File: config.mk
export PLATFORM = sky130hd
export DESIGN_NAME = j11busarb
export DESIGN_NICKNAME = d
export VERILOG_FILES = /design/src/rtl/j11bus_pkg.sv /design/src/rtl/j11buswdog.sv /design/src/rtl/j11busarb.sv
export SDC_FILE = /design/constraint.sdc
export NUM_CORES = 1
export LEC_CHECK = 0
export ABC_CLOCK_PERIOD_IN_PS = 4830
export BUFFER_PORTS_ARGS = -buffer_cell sky130_fd_sc_hd__buf_2
export CORE_ASPECT_RATIO = 0.7
export CORE_MARGIN = 3
export CORE_UTILIZATION = 45
export CTS_CLUSTER_DIAMETER = 50
export DETAILED_ROUTE_END_ITERATION = 12
export GPL_TIMING_DRIVEN = 0
export HOLD_SLACK_MARGIN = 0.08
export PLACE_DENSITY = 0.78
export SLEW_MARGIN = 15
export SYNTH_ARGS = -nofsm -noshare
export SYNTH_HDL_FRONTEND = slang
export SYNTH_SLANG_ARGS = --single-unit
File: constraint.sdc
create_clock -name clk -period 4.83 [get_ports clk]
set_input_delay 0.483 -clock clk [delete_from_list [all_inputs] [get_ports clk]]
set_output_delay 0.483 -clock clk [all_outputs]
set_load 0.01 [all_outputs]
File: src/rtl/j11bus_pkg.sv
// Shared definitions for the J11 bus arbiter: state codes, master indices,
// bus widths and the request field bundle latched at grant.
package j11bus_pkg;

    localparam int unsigned AW = 22;
    localparam int unsigned DW = 16;

    localparam logic M_CPU = 1'b0;
    localparam logic M_DMA = 1'b1;

    localparam logic [1:0] ST_IDLE  = 2'd0;
    localparam logic [1:0] ST_ISSUE = 2'd1;
    localparam logic [1:0] ST_WAIT  = 2'd2;

    typedef struct packed {
        logic          wr;
        logic [AW-1:0] addr;
        logic [DW-1:0] wdata;
        logic [1:0]    wstrb;
        logic          gp;
        logic          irq;
        logic [1:0]    bs;
    } req_fields_t;

endpackage

File: src/rtl/j11buswdog.sv
// Bus-cycle watchdog: counts WAIT cycles and flags expiry at TIMEOUT.
module j11buswdog #(
    parameter int unsigned TIMEOUT = 255
) (
    input  logic clk,
    input  logic rst,
    input  logic clr,
    input  logic en,
    output logic expire
);

    localparam int unsigned TW = (TIMEOUT < 1) ? 1 : $clog2(TIMEOUT + 1);
    localparam logic [TW-1:0] TMAX = TW'(TIMEOUT);

    logic [TW-1:0] timer_q, timer_d;

    always_comb begin
        timer_d = timer_q;
        if (clr) begin
            timer_d = '0;
        end else if (en) begin
            timer_d = timer_q + 1'b1;
        end
    end

    always_ff @(posedge clk or posedge rst) begin
        if (rst) begin
            timer_q <= '0;
        end else begin
            timer_q <= timer_d;
        end
    end

    assign expire = (timer_q == TMAX);

endmodule

File: src/rtl/j11busarb.sv
// Two-master (CPU / DMA) arbiter onto the shared slave bus, with DMA priority,
// a CPU starvation guard and an NXM watchdog for unacknowledged cycles.
module j11busarb
    import j11bus_pkg::*;
#(
    parameter int unsigned TIMEOUT = 255,
    parameter int unsigned MAXDMA  = 4
) (
    input  logic          clk,
    input  logic          rst,
    input  logic          m0_req,
    input  logic          m0_wr,
    input  logic [AW-1:0] m0_addr,
    input  logic [DW-1:0] m0_wdata,
    input  logic [1:0]    m0_wstrb,
    input  logic          m0_gp,
    input  logic          m0_irq,
    input  logic [1:0]    m0_bs,
    input  logic          m1_req,
    input  logic          m1_wr,
    input  logic [AW-1:0] m1_addr,
    input  logic [DW-1:0] m1_wdata,
    input  logic [1:0]    m1_wstrb,
    output logic          m0_ack,
    output logic          m1_ack,
    output logic          m_nxm,
    output logic [DW-1:0] m_rdata,
    output logic          s_req,
    output logic          s_wr,
    output logic [AW-1:0] s_addr,
    output logic [DW-1:0] s_wdata,
    output logic [1:0]    s_wstrb,
    output logic          s_gp,
    output logic          s_irq,
    output logic [1:0]    s_bs,
    input  logic          s_ack,
    input  logic [DW-1:0] s_rdata,
    output logic          owner
);

    localparam int unsigned CW = (MAXDMA < 1) ? 1 : $clog2(MAXDMA + 1);
    localparam logic [CW-1:0] DMAX = CW'(MAXDMA);

    logic [1:0]    state_q, state_d;
    logic          pend0_q, pend0_d, pend1_q, pend1_d;
    logic [CW-1:0] dmacnt_q, dmacnt_d;
    logic          owner_q, owner_d;
    req_fields_t   fld_q, fld_d, cpu_fld, dma_fld;
    logic          s_req_q, s_req_d;
    logic          m0_ack_q, m0_ack_d, m1_ack_q, m1_ack_d;
    logic          m_nxm_q, m_nxm_d;
    logic [DW-1:0] m_rdata_q, m_rdata_d;
    logic          wd_clr, wd_en, wd_expire;
    logic          done, done_nxm, grant_dma;

    j11buswdog #(.TIMEOUT(TIMEOUT)) u_wdog (
        .clk    (clk),
        .rst    (rst),
        .clr    (wd_clr),
        .en     (wd_en),
        .expire (wd_expire)
    );

    // DMA cycles never carry CPU-only qualifiers.
    assign cpu_fld = '{wr: m0_wr, addr: m0_addr, wdata: m0_wdata, wstrb: m0_wstrb,
                       gp: m0_gp, irq: m0_irq, bs: m0_bs};
    assign dma_fld = '{wr: m1_wr, addr: m1_addr, wdata: m1_wdata, wstrb: m1_wstrb,
                       gp: 1'b0, irq: 1'b0, bs: 2'b00};

    always_comb begin
        state_d   = state_q;
        pend0_d   = pend0_q;
        pend1_d   = pend1_q;
        dmacnt_d  = dmacnt_q;
        owner_d   = owner_q;
        fld_d     = fld_q;
        s_req_d   = 1'b0;
        m0_ack_d  = 1'b0;
        m1_ack_d  = 1'b0;
        m_nxm_d   = m_nxm_q;
        m_rdata_d = m_rdata_q;
        wd_clr    = 1'b0;
        wd_en     = 1'b0;
        done      = 1'b0;
        done_nxm  = 1'b0;
        grant_dma = pend1_q && !(pend0_q && (dmacnt_q == DMAX));

        unique case (state_q)
            ST_IDLE: begin
                if (pend0_q || pend1_q) begin
                    owner_d = grant_dma ? M_DMA : M_CPU;
                    fld_d   = grant_dma ? dma_fld : cpu_fld;
                    if (!grant_dma) begin
                        dmacnt_d = '0;
                    end else if (pend0_q && (dmacnt_q != DMAX)) begin
                        dmacnt_d = dmacnt_q + 1'b1;
                    end
                    s_req_d = 1'b1;
                    state_d = ST_ISSUE;
                end
            end
            ST_ISSUE: begin
                wd_clr = 1'b1;
                if (s_ack) begin
                    done = 1'b1;
                end else begin
                    state_d = ST_WAIT;
                end
            end
            ST_WAIT: begin
                wd_en = !wd_expire;
                if (s_ack) begin
                    done = 1'b1;
                end else if (wd_expire) begin
                    done     = 1'b1;
                    done_nxm = 1'b1;
                end
            end
            default: state_d = ST_IDLE;
        endcase

        if (done) begin
            state_d   = ST_IDLE;
            m_nxm_d   = done_nxm;
            m_rdata_d = done_nxm ? '0 : s_rdata;
            if (owner_q == M_DMA) begin
                m1_ack_d = 1'b1;
                pend1_d  = 1'b0;
            end else begin
                m0_ack_d = 1'b1;
                pend0_d  = 1'b0;
            end
        end

        // A new request on the completing edge re-arms the flag.
        if (m0_req) pend0_d = 1'b1;
        if (m1_req) pend1_d = 1'b1;
    end

    always_ff @(posedge clk or posedge rst) begin
        if (rst) begin
            state_q   <= ST_IDLE;
            pend0_q   <= 1'b0;
            pend1_q   <= 1'b0;
            dmacnt_q  <= '0;
            owner_q   <= M_CPU;
            fld_q     <= '0;
            s_req_q   <= 1'b0;
            m0_ack_q  <= 1'b0;
            m1_ack_q  <= 1'b0;
            m_nxm_q   <= 1'b0;
            m_rdata_q <= '0;
        end else begin
            state_q   <= state_d;
            pend0_q   <= pend0_d;
            pend1_q   <= pend1_d;
            dmacnt_q  <= dmacnt_d;
            owner_q   <= owner_d;
            fld_q     <= fld_d;
            s_req_q   <= s_req_d;
            m0_ack_q  <= m0_ack_d;
            m1_ack_q  <= m1_ack_d;
            m_nxm_q   <= m_nxm_d;
            m_rdata_q <= m_rdata_d;
        end
    end

    assign s_req   = s_req_q;
    assign s_wr    = fld_q.wr;
    assign s_addr  = fld_q.addr;
    assign s_wdata = fld_q.wdata;
    assign s_wstrb = fld_q.wstrb;
    assign s_gp    = fld_q.gp;
    assign s_irq   = fld_q.irq;
    assign s_bs    = fld_q.bs;
    assign m0_ack  = m0_ack_q;
    assign m1_ack  = m1_ack_q;
    assign m_nxm   = m_nxm_q;
    assign m_rdata = m_rdata_q;
    assign owner   = owner_q;

endmodule

==> impl_results.md <==
- Setup TNS: 0 ps
- CTS Root Cell: clkbuf_16
- Achievable Freq: 512 MHz
- Wire per inst: 15.2 um
- Vias in the first global route: 3150
- GRT Total Usage: 20.9%
- Synth warn: 0
- CP required: 5040 ps
- Int Pwr: 1960 uW
- Leak: 0.00253 uW
- Largest net degree at the start of global routing: 62
- Area delta synth->final: 35.6%
- Status: finished clean
- Die height: 81.2 um
- Number of synthesized flops with an enable pin: 0
- RSZ-0062 raised after global routing: false
- Combinational share of power: 46.0%
- Tightest Pin Transition: 545 ps
- Setup WS pre-CTS: 2910 ps
- Initial DRC count: 145
- Fin. max-slew vios: 0
- Reg clk slew, reported paths: 60 ps
- First-pass GRT wire length: 15100 um
- Initial antenna violation count: 0
- CTS tree: yes
- Port-buffer cells: 172
- Power share of the sequential group: 34.9%
- Max-cap violations: 0
- Total CTS buffers: 9
- Register area share after synthesis: 55.7%
- Crit start category: register
- Die width: 113 um
- Die ar.: 9220 sq um
- Post-cts resize count: 0
- Tcrit/Tclk final: 40.5%
- Post-DP HPWL: 7310 um
- # H-tree levels: 3
- CP Class: reg -> reg
- Max clock buf depth: 2
- Slew HR: 63.6%
- Switching share of total power: 40.4%
- Synthesized area: 3640 sq um
- Cells after Synth: 339
- # DRC: 0
- DR vias: 3227
- Clock Skews: 3.58 ps
- Worst VDD drop: 0.371 mV
- Total setup buffers inserted after CTS: 0
- Asr flop ratio synth: 100%
- Site Rows: 26
- Critical path peak fanout: 10
- Pre-Repair DR Iteration Count: 4
- Gpl congestion: 0.825
- Hold Fails Final Rpt: 0
- Clock sink count: 81
- Sw Pwr: 1330 uW
- CTS Hold Bufs: 0
- Mapped Nets: 452
- Final Setup Violations: 0
- Power share of the clock group: 19.0%
- Post-DRT Antenna Nets: 0
- Total grt overflow: 0
- Tmin final: 1950 ps
- Effective utilization at floorplan: 48.0%
- Critical Path End Type: register
- WL final: 9510 um
- Fin worst setup slack: 2880 ps
- Final nets: 636
- Hold WC Path Type: in -> async
- Share of cells above drive strength 1: 38.4%
- Clk_lat worst skew: 330 ps
- IO Pins: 173
- Synth cell types: 32
- Synth Flop Type: dfrtp_1
- Mean Syn Cell Area: 10.7 sq um
- Antenna cells: 0
- Arr. time, crit path: 2170 ps
- Power per cell area: 668 nW/um^2
- Drt via density: 5.15
- Core ar.: 7580 sq um
- Post-synthesis register bit count: 81
-- worst paths after layout --
path / startpoint / to / slack, ps / cells past startpoint
max: state_q[0] / m_rdata[2] / 2880 / 8
min: rst / s_addr[7] / 110 / 2
max reg2reg: state_q[0] / m_rdata[2] / 2880 / 8
min reg2reg: s_wdata[4] / s_wdata[4] / 480 / 2
max in group asynchronous: rst / u_wdog.timer_q[0] / 4150 / 3
min in group clk: m1_req / pend1_q / 350 / 2
-- synthesized netlist by cell type (all sizes together) (5+ instances only) --
cell	number	area, sq um
buf	12	70.1
o21ai	55	275
nand2	59	224
nor2	13	48.8
ha	6	75.1
clkbuf	7	26.3
xor2	5	43.8
inv	11	41.3
nand3	5	30.0
dfrtp	81	2030
mux2i	43	430
a22o	17	149
-- critical path, stage by stage, from the launching register on --
cell and delay [ps]:
dfrtp_1 400, inv_1 80, ha_1 140, buf_2 190, inv_1 150, o31ai_4 330
nand2_2 190, buf_6 180, a22o_1 180
-- state kept, by name, indices dropped and copies added, names as in the netlist, 2 cells and up --
name,flops
dmacnt_q,3
m_rdata,16
s_addr,22
s_bs,2
s_wdata,16
s_wstrb,2
state_q,2
u_wdog.timer_q,8
-- cell usage in the layout, fill, tap and decap left out, types with 2 or more instances in the layout --
cell type     n
a31oi_1       4
o21ai_0      15
nand2_1      58
buf_1         3
inv_1        10
a22o_1       17
nor3_1        2
dfrtp_1      81
xor2_1        5
and3_1        4
o211ai_1      4
o21ai_1      40
buf_4         3
ha_1          6
a21o_1        2
clkbuf_1      7
nand3_1       4
buf_2       177
nor2_1       13
inv_6         2
clkbuf_16     9
clkinv_4      2
clkinvlp_4    2
mux2i_1      43
-- cells by family (layout without fill, tap and decap cells) --
family / Yosys count / in the layout / share of synthesized area, %
buffers and inverters: 30 / 219 / 3.78
adders and majority gates: 6 / 6 / 2.06
AOI/OAI and AO/OA: 86 / 86 / 14.7
muxes: 43 / 43 / 11.8
and+or+nand+nor: 88 / 88 / 10.7
DFF: 81 / 81 / 55.7
xor gates and xnor gates: 5 / 5 / 1.20
-- metal layers --
layer  vias up  track usage, %  part of all wire, %
met5         -               0                    0
met1      1539            27.4                   44
li1       1555               -                    -
met4         0            6.84                  1.1
met3        10            4.32                  6.6
met2       123            35.1                   48
-- power by group through the flow --
stage / Clock, uW / Combinational [uW] / Sequential, uW
after detailed placement: 0 / 1540 / 1160
after global placement: 0 / 1480 / 1150
final: 627 / 1520 / 1150
after CTS: 643 / 1540 / 1150
after global routing: 671 / 1690 / 1190
after floorplan: 0 / 838 / 1270
-- stage by stage --
step	area, sq um	hold slack (ps)	total power, uW	util (%)	std cells
finish	4930	108	3300	65.1	626
global route	4930	126	3550	65.1	626
CTS	4930	105	3340	65.1	626
detailed placement	4650	458	2700	61.4	610
global placement	4620	461	2630	61.0	609
floorplan	3640	450	2110	-	339
-- final cells by class --
type                            instances  area, sq um
Multi-Input combinational cell        228         1470
Sequential cell                        81         2030
Clock inverter                          7         55.1
Buffer                                 19         96.3
Timing Repair Buffer                  173          888
Inverter                               11         43.8
Fill cell                             600         2650
Tap cell                               98          123
Clock buffer                            9          225
No activity file was read; power rests on OpenSTA's default activity.
